--- config.mk ---
export PLATFORM = sky130hd
export DESIGN_NAME = bch_encoder
export DESIGN_NICKNAME = d
export VERILOG_FILES = /design/src/rtl/bch_encoder.sv
export SDC_FILE = /design/constraint.sdc
export NUM_CORES = 1
export LEC_CHECK = 0
export BUFFER_PORTS_ARGS = -buffer_cell sky130_fd_sc_hd__buf_2
export CORE_ASPECT_RATIO = 1.2
export CORE_MARGIN = 2
export CORE_UTILIZATION = 25
export DETAILED_ROUTE_END_ITERATION = 10
export GPL_TIMING_DRIVEN = 0
export PLACE_DENSITY = 0.4
export SYNTH_ARGS = -nofsm -noshare
export SYNTH_HDL_FRONTEND = slang
export SYNTH_SLANG_ARGS = --single-unit
--- constraint.sdc ---
create_clock -name clk -period 1.7 [get_ports clk]
set_input_delay 0.085 -clock clk [delete_from_list [all_inputs] [get_ports clk]]
set_output_delay 0.085 -clock clk [all_outputs]
set_load 0.02 [all_outputs]
--- src/rtl/bch_encoder.sv ---
// Systematic BCH(63,51) t=2 serial encoder, generator x^12+x^10+x^8+x^5+x^4+x^3+1, MSB (x^62) first.
// Define BCH_ENC_ERR_INJECT_EN to add per-frame test error injection on the output bit stream.
module bch_encoder #(
    parameter logic [12:0] GEN_POLY = 13'h1539
) (
    input  logic       clk,
    input  logic       rst,
    input  logic       in_valid,
    input  logic       in_data,
    output logic       in_ready,
    output logic       out_valid,
    output logic       out_data,
    input  logic       out_ready,
`ifdef BCH_ENC_ERR_INJECT_EN
    input  logic [1:0] inj_en,
    input  logic [5:0] inj_pos0,
    input  logic [5:0] inj_pos1,
`endif
    output logic       out_last
);

    localparam int N = 63;
    localparam int K = 51;

    typedef enum logic {ST_MSG, ST_PARITY} state_t;

    state_t      state, state_nxt;
    logic [5:0]  cnt, cnt_nxt;
    logic [11:0] lfsr, lfsr_nxt;
    logic        out_valid_nxt, out_data_nxt, out_last_nxt;
    logic        ld, in_xfer, fb, flip;
    logic [5:0]  pos;

    assign ld       = ~out_valid | out_ready;
    assign in_ready = ~rst & (state == ST_MSG) & ld;
    assign in_xfer  = in_valid & in_ready;
    assign fb       = in_data ^ lfsr[11];
    assign pos      = (state == ST_MSG) ? cnt : cnt + 6'(K);

`ifdef BCH_ENC_ERR_INJECT_EN
    logic [1:0] inj_en_q, en_e;
    logic [5:0] pos0_q, pos1_q, pos0_e, pos1_e;
    logic       first_bit;

    // The first bit of a frame uses the live injection inputs; the rest use the latched copy.
    assign first_bit = (state == ST_MSG) && (cnt == 6'd0);
    assign en_e      = first_bit ? inj_en   : inj_en_q;
    assign pos0_e    = first_bit ? inj_pos0 : pos0_q;
    assign pos1_e    = first_bit ? inj_pos1 : pos1_q;
    assign flip      = (en_e[0] && (pos == pos0_e)) || (en_e[1] && (pos == pos1_e));

    always_ff @(posedge clk or posedge rst) begin
        if (rst) begin
            inj_en_q <= 2'b00;
            pos0_q   <= 6'd0;
            pos1_q   <= 6'd0;
        end else if (in_xfer && first_bit) begin
            inj_en_q <= inj_en;
            pos0_q   <= inj_pos0;
            pos1_q   <= inj_pos1;
        end
    end
`else
    assign flip = 1'b0;
`endif

    always_comb begin
        state_nxt     = state;
        cnt_nxt       = cnt;
        lfsr_nxt      = lfsr;
        out_valid_nxt = out_valid;
        out_data_nxt  = out_data;
        out_last_nxt  = out_last;
        case (state)
            ST_MSG: begin
                if (in_xfer) begin
                    out_data_nxt  = in_data ^ flip;
                    out_valid_nxt = 1'b1;
                    out_last_nxt  = 1'b0;
                    lfsr_nxt      = {lfsr[10:0], 1'b0} ^ (fb ? GEN_POLY[11:0] : 12'h000);
                    if (cnt == 6'(K - 1)) begin
                        cnt_nxt   = 6'd0;
                        state_nxt = ST_PARITY;
                    end else begin
                        cnt_nxt = cnt + 6'd1;
                    end
                end else if (ld) begin
                    out_valid_nxt = 1'b0;
                    out_last_nxt  = 1'b0;
                end
            end
            ST_PARITY: begin
                if (ld) begin
                    out_data_nxt  = lfsr[11] ^ flip;
                    out_valid_nxt = 1'b1;
                    out_last_nxt  = 1'b0;
                    lfsr_nxt      = {lfsr[10:0], 1'b0};
                    cnt_nxt       = cnt + 6'd1;
                    if (cnt == 6'(N - K - 1)) begin
                        out_last_nxt = 1'b1;
                        lfsr_nxt     = 12'h000;
                        cnt_nxt      = 6'd0;
                        state_nxt    = ST_MSG;
                    end
                end
            end
            default: state_nxt = ST_MSG;
        endcase
    end

    always_ff @(posedge clk or posedge rst) begin
        if (rst) begin
            state     <= ST_MSG;
            cnt       <= 6'd0;
            lfsr      <= 12'h000;
            out_valid <= 1'b0;
            out_data  <= 1'b0;
            out_last  <= 1'b0;
        end else begin
            state     <= state_nxt;
            cnt       <= cnt_nxt;
            lfsr      <= lfsr_nxt;
            out_valid <= out_valid_nxt;
            out_data  <= out_data_nxt;
            out_last  <= out_last_nxt;
        end
    end

endmodule

==> summary.md, run 1 <==
| Metric | Value |
|---|---|
| Synth area leader | `dfrtp_1` |
| Placed cell area | `0.00113 sq mm` |
| Vias in the first global route | `826` |
| Layout overhead on the synthesized area | `21.7%` |
| Die X | `62.3 um` |
| RSZ-0062 raised after global routing | `yes` |
| Grt ovf | `0` |
| Register-to-Register Path Depth | `6` |
| Initial Utilization | `25.9%` |
| Clk slew on worst S/H paths | `0.07 ns` |
| TritonCTS Buffers | `3` |
| CTS Buffer Depth | `2` |
| Crit path cell chain | `ha_2 -> or2b_1 -> or4_4 -> and2_4 -> buf_6 -> a22o_1` |
| Total of max-cap violations | `0` |
| Pint | `1.19 mW` |
| Nets | `121` |
| DR WL/cell | `13.4 um` |
| Die H | `74.0 um` |
| Router iterations before antenna repair | `4` |
| Slowest stage delay, CP | `0.44 ns` |
| Worst r2r src | `cnt[1]` |
| Final Cycle Share | `110%` |
| Global-route usage over all layers | `10.6%` |
| Required time worst endpoint | `1.85 ns` |
| Slowest-stage cell, CP | `or4_4` |
| Max Freq | `536 MHz` |
| Rows | `25` |
| Syn. warnings | `0` |
| Crit path kind | `reg2reg` |
| Register area share after synthesis | `53.9%` |
| R2R Setup Slk | `-0.17 ns` |
| Hold Fails Final Rpt | `0` |
| P_leak | `0.587 nW` |
| Root Buffer | `clkbuf_8` |
| Routed WL | `2220 um` |
| CTS Hold Buffers Added | `0` |
| Insertion delay to the later sink of the worst-skew pair | `0.26 ns` |
| Peak VDD IR | `0.000568 V` |
| CTS sink count | `22` |
| CTS H-Tree Depth | `1` |
| Failing checks | `setup timing` |
| Reg2reg end | `lfsr[3]` |
| Final Slew Violations | `0` |
| Number of port buffers | `8` |
| Share of cells above drive strength 1 | `24.1%` |
| Flop pwr share | `49.2%` |
| Net Sw Frac | `33.4%` |
| IO Count | `9` |
| Final Skew | `0.00168 ns` |
| Status | `finished, violations left` |
| Worst slew pin tran | `0.846 ns` |
| Flops & latches, synth | `22` |
| Combinational Power Share | `33.3%` |
| Crit path arrival time | `2.01 ns` |
| Core ar. | `0.00394 sq mm` |
| Min setup slack post-route | `-0.167 ns` |
| Global-route wire length before repair | `3760 um` |
| N_diodes | `0` |
| Starting DRT DRC Count | `34` |
| Largest fanout on the critical path | `5` |
| Vias | `775` |
| Final min period | `1.87 ns` |
| Switching power | `0.595 mW` |
| Count of final setup violators | `15` |
| Post-synth top area share | `53.9%` |
| Leading cell types in the layout, fill and taps excluded | `22 x dfrtp_1, 12 x a22o_1, 9 x buf_2` |
| Place WS | `-0.298 ns` |
| CTS tree | `done` |
| Die area | `0.00461 sq mm` |
| Initial antenna violation count | `0` |
| Clock power share | `17.5%` |
| Final instance area | `0.00124 sq mm` |
| Syn Area/Cell | `11.0 sq um` |
| Dominant cells by area after synthesis | `dfrtp_1 54%, a22o_1 10%, xor2_1 4.3%` |
| Synth Instances | `93` |
| Largest net degree at the start of global routing | `23` |
| CP Capture Type | `flop` |
| GP Congestion | `0.819` |
| DR vias/cell | `4.67` |
| Routed Antenna Nets | `0` |
| Critical Path Source Type | `flop` |
| DP Wirelength | `1480 um` |
| Slew margin rel. | `43.5%` |
| DRC violations left | `0` |
| Commonest non-fill, non-tap cell in the layout | `dfrtp_1` |
| Synth Cell Area | `0.00102 sq mm` |
| Hold crit path type | `in2async` |
| Distinct cells, synth | `31` |
| Power density over cell area | `1430 mW/mm^2` |
| Syn_nets | `100` |
-- per-stage QoR --
stage | power [mW] | setup TNS [ns] | util, % | hold WS, ns | instances
global route | 1.93 | -2.25 | 31.5 | 0.0847 | 166
global placement | 1.40 | -2.84 | 28.6 | 0.336 | 155
finish | 1.78 | -1.74 | 31.5 | 0.00781 | 166
detailed placement | 1.40 | -3.17 | 28.6 | 0.328 | 155
CTS | 1.80 | -2.36 | 31.1 | 0.0466 | 164
floorplan | 1.27 | -1.26 | - | 0.0742 | 93
-- logic make-up (layout without fill, tap and decap cells) --
kind of cell	Yosys count	count (layout)	synth area share, %
compound gates	24	24	17.6
mux	1	1	0.980
fa+ha+maj	2	2	2.45
xor+xnor	6	6	5.15
flops	22	22	53.9
buf+inv	8	27	3.80
simple gates	30	30	16.1
-- per-layer routing --
metal / wire length [um] / vias to the layer above / GRT usage (%) / share of wire, %
met4: 95 / 0 / 5.93 / 4.3
met1: 952 / 380 / 11.6 / 43
met3: 43 / 9 / 1.97 / 1.9
li1: - / 374 / - / -
met5: 0 / - / 0 / 0
met2: 1130 / 12 / 19.9 / 51
-- Yosys cell counts (all sizes together) --
cell    number
a21o         2
a21oi        2
a22o        12
a31oi        1
a32o         1
and2         1
and3         1
buf          3
clkbuf       1
dfrtp       22
ha           2
inv          4
mux2i        1
nand2        7
nand2b       3
nand3        8
nor2         3
nor2b        1
nor3         1
nor4         1
nor4bb       1
o21ai        5
o32ai        1
or2b         1
or3          1
or4          1
xnor2        1
xor2         5
-- power by group through the flow --
stage                     Sequential [mW]  Combinational, mW  Clock [mW]
final                               0.877              0.594       0.312
after global routing                0.902              0.671       0.355
after CTS                           0.874              0.593       0.335
after detailed placement            0.897              0.508           0
after global placement              0.893              0.504           0
after floorplan                     0.867              0.399           0
-- timing repair --
item | in CTS | in global routing
gates cloned | 1 | 0
setup buffers | 5 | 2
endpoints found under the setup margin | 15 | 20
pin swaps | 3 | 4
gates resized for setup | 4 | 2
-- sequential cells by signal, indices dropped and copies added (netlist names) --
signal	cells
cnt	6
lfsr	12
out_data	1
out_last	1
out_valid	1
state	1
-- critical path, delay by kind of cell (launching register included) --
family                   cells  cell delay [ns]
adder cells (fa/ha/maj)      1             0.18
buffers and inverters        1             0.12
AO/OA/AOI/OAI                1             0.18
flip-flops                   1             0.36
AND/OR/NAND/NOR              3             0.91
-- area by class of cell --
type,count,area [sq um]
plain buffers,4,25.0
clock buffers,3,41.3
fillers,431,2700
inverters,4,15.0
multi-input cells,63,439
flip-flops and latches,22,551
well taps,54,67.6
repair buffers,16,104
-- how the worst max path moves through the flow --
| stage | start | to | cells after the start |
|---|---|---|---|
| final | cnt[1] | lfsr[3] | 6 |
| after global routing | cnt[0] | lfsr[8] | 6 |
| after CTS | cnt[1] | lfsr[6] | 6 |
| after detailed placement | cnt[0] | lfsr[4] | 6 |
| after global placement | cnt[0] | lfsr[5] | 6 |
| after floorplan | cnt[0] | lfsr[11] | 6 |
No activity file was read; power rests on OpenSTA's default activity.
==> run 2, diff against run 1 <==
- clock period: 1.7 -> 1.6 ns (I/O delays scaled with it)
==> run 2 against run 1 <==
The run still ends with setup timing left. Hold slack got worse by 0.0051 ns. First-iteration DRC count unchanged. Combinational power is 6.4% higher. Count of clock-buffer cells in the layout unchanged. Cell count unchanged. Critical path type unchanged. Total power increased by 6.3%.
==> summary.md, run 2 (synthesis gave the netlist of run 1 again) <==
| Metric | Value |
|---|---|
| Critical Path Source Type | `flop (unchanged)` |
| Die H | `74.0 um (unchanged)` |
| Leading cell types in the layout, fill and taps excluded | `22 x dfrtp_1, 12 x a22o_1, 9 x buf_2 (unchanged)` |
| Initial Utilization | `25.9% (unchanged)` |
| N_diodes | `0 (unchanged)` |
| Critical Path Start | `cnt[1] (unchanged)` |
| Insertion delay to the later sink of the worst-skew pair | `0.26 ns (about the same)` |
| Number of port buffers | `8 (unchanged)` |
| Slew margin rel. | `43.5% (about the same)` |
| Routed WL | `2220 um (about the same)` |
| Hold crit path type | `in2async (unchanged)` |
| Min setup slack post-route | `-0.267 ns (was -0.167 ns)` |
| TritonCTS Buffers | `3 (unchanged)` |
| Global-route usage over all layers | `10.6% (unchanged)` |
| Commonest non-fill, non-tap cell in the layout | `dfrtp_1 (unchanged)` |
| Register-to-Register Path Depth | `6 (unchanged)` |
| Hold Fails Final Rpt | `0 (unchanged)` |
| Slowest stage delay, CP | `0.44 ns (about the same)` |
| Vias | `775 (unchanged)` |
| Count of final setup violators | `16 (was 15)` |
| Worst slew pin tran | `0.846 ns (about the same)` |
| Rows | `25 (unchanged)` |
| Status | `finished, violations left (unchanged)` |
| Final min period | `1.87 ns (about the same)` |
| Crit path arrival time | `2.01 ns (about the same)` |
| Router iterations before antenna repair | `4 (unchanged)` |
| Max Freq | `536 MHz (about the same)` |
| Vias in the first global route | `826 (unchanged)` |
| Largest fanout on the critical path | `5 (unchanged)` |
| CTS Buffer Depth | `2 (unchanged)` |
| Share of cells above drive strength 1 | `25.0% (was 24.1%)` |
| CTS tree | `done (unchanged)` |
| CTS H-Tree Depth | `1 (unchanged)` |
| Routed Antenna Nets | `0 (unchanged)` |
| Core ar. | `0.00394 sq mm (unchanged)` |
| Footprint of the multi-input gates | `439 sq um (unchanged)` |
| Largest net degree at the start of global routing | `23 (unchanged)` |
| DRC violations left | `0 (unchanged)` |
| CTS Hold Buffers Added | `0 (unchanged)` |
| Largest regs | `lfsr: 12 flops, cnt: 6 flops (unchanged)` |
| IO Count | `9 (unchanged)` |
| Grt ovf | `0 (unchanged)` |
| Worst r2r src | `cnt[1] (unchanged)` |
| DR vias/cell | `4.67 (unchanged)` |
| P_leak | `0.590 nW (was 0.587 nW)` |
| Register with the most flip-flops | `lfsr (unchanged)` |
| CTS sink count | `22 (unchanged)` |
| FF+latch area | `551 sq um (unchanged)` |
| Crit path cell chain | `ha_2 -> or2b_1 -> or4_4 -> and2_4 -> buf_6 -> a22o_1 (unchanged)` |
| Critical Path Sink | `lfsr[3] (unchanged)` |
| Final Skew | `0.00168 ns (unchanged)` |
| Layout overhead on the synthesized area | `21.8% (was 21.7%)` |
| Starting DRT DRC Count | `34 (unchanged)` |
| Crit path kind | `reg2reg (unchanged)` |
| DR WL/cell | `13.4 um (about the same)` |
| Peak VDD IR | `0.000604 V (was 0.000568 V)` |
| Initial antenna violation count | `0 (unchanged)` |
| Final Slew Violations | `0 (unchanged)` |
| Reg2reg end | `lfsr[3] (unchanged)` |
| Max reg flops | `12 (unchanged)` |
| Die area | `0.00461 sq mm (unchanged)` |
| Root Buffer | `clkbuf_8 (unchanged)` |
| Final Core Density | `31.6% (was 31.5%)` |
| Global-route wire length before repair | `3760 um (unchanged)` |
| Fill count | `428 (was 431)` |
| Slowest-stage cell, CP | `or4_4 (unchanged)` |
| Total Negative Setup Slacks | `-3.29 ns (was -1.74 ns)` |
| R2R Setup Slk | `-0.27 ns (was -0.17 ns)` |
| Nets | `121 (unchanged)` |
| Clk slew on worst S/H paths | `0.07 ns (about the same)` |
| Power density over cell area | `1520 mW/mm^2 (was 1430 mW/mm^2)` |
| GP Congestion | `0.819 (unchanged)` |
| Total of max-cap violations | `0 (unchanged)` |
| DP Wirelength | `1480 um (unchanged)` |
| Final Cycle Share | `117% (was 110%)` |
| Die X | `62.3 um (unchanged)` |
| Failing checks | `setup timing (unchanged)` |
| Required time worst endpoint | `1.75 ns (was 1.85 ns)` |
| RSZ-0062 raised after global routing | `yes (unchanged)` |
| CP Capture Type | `flop (unchanged)` |
run 2: changes by cell type in the layout (fill, tap and decap cells not counted), sizes merged:
cell,previous run,this run
clkbuf,4,5
buf,19,18
run 2: power breakdown:
group          switching, mW  internal, mW
Clock                  0.163         0.168
Sequential             0.169         0.763
Combinational          0.300         0.332
run 2: cell type report:
| class | count | share of cell area, % |
|---|---|---|
| inverters | 4 | 1.21 |
| well taps | 54 | 5.43 |
| clock buffers | 3 | 3.32 |
| flip-flops and latches | 22 | 44.3 |
| multi-input cells | 63 | 35.3 |
| plain buffers | 4 | 2.11 |
| repair buffers | 16 | 8.35 |
run 2: worst min-delay path by stage:
stage / start / end / slack [ns] / cells after the start
6_report: rst / state / 0.003 / 2
5_1_grt: rst / state / 0.08 / 2
4_1_cts: rst / cnt[5] / 0.04 / 2
3_5_place_dp: rst / state / 0.32 / 2
3_3_place_gp: rst / state / 0.33 / 2
2_1_floorplan: rst / cnt[0] / 0.07 / 1
run 2: layer usage:
metal	GRT usage, %	part of all wire [%]	vias up
met5	0	0	-
met4	5.93	4.3	0
met3	1.97	1.9	9
met2	19.9	51	12
met1	11.6	43	380
li1	-	-	374
run 2: critical path: cells and delay by family (launching register included):
family	cells	cell delay, ns
flip-flops	1	0.36
adder cells (fa/ha/maj)	1	0.18
buffers and inverters	1	0.12
AO/OA/AOI/OAI	1	0.18
AND/OR/NAND/NOR	3	0.91
run 2: timing repair:
| action | CTS | global route |
|---|---|---|
| endpoints found under the setup margin | 17 | 18 |
| pin swaps | 3 | 4 |
| setup buffers | 5 | 2 |
| gates resized for setup | 5 | 1 |
| cloned | 1 | 0 |
run 2: stage by stage:
stage          cells  power [mW]  area [sq um]  hold WS, ns  setup slack [ns]
2_1_floorplan     93        1.35          1020       0.0692            -0.226
3_3_place_gp     155        1.48          1130        0.331            -0.375
3_5_place_dp     155        1.49          1130        0.323            -0.398
4_1_cts          164        1.92          1230       0.0416            -0.304
5_1_grt          166        2.05          1240       0.0797            -0.301
6_report         166        1.89          1240      0.00268            -0.267
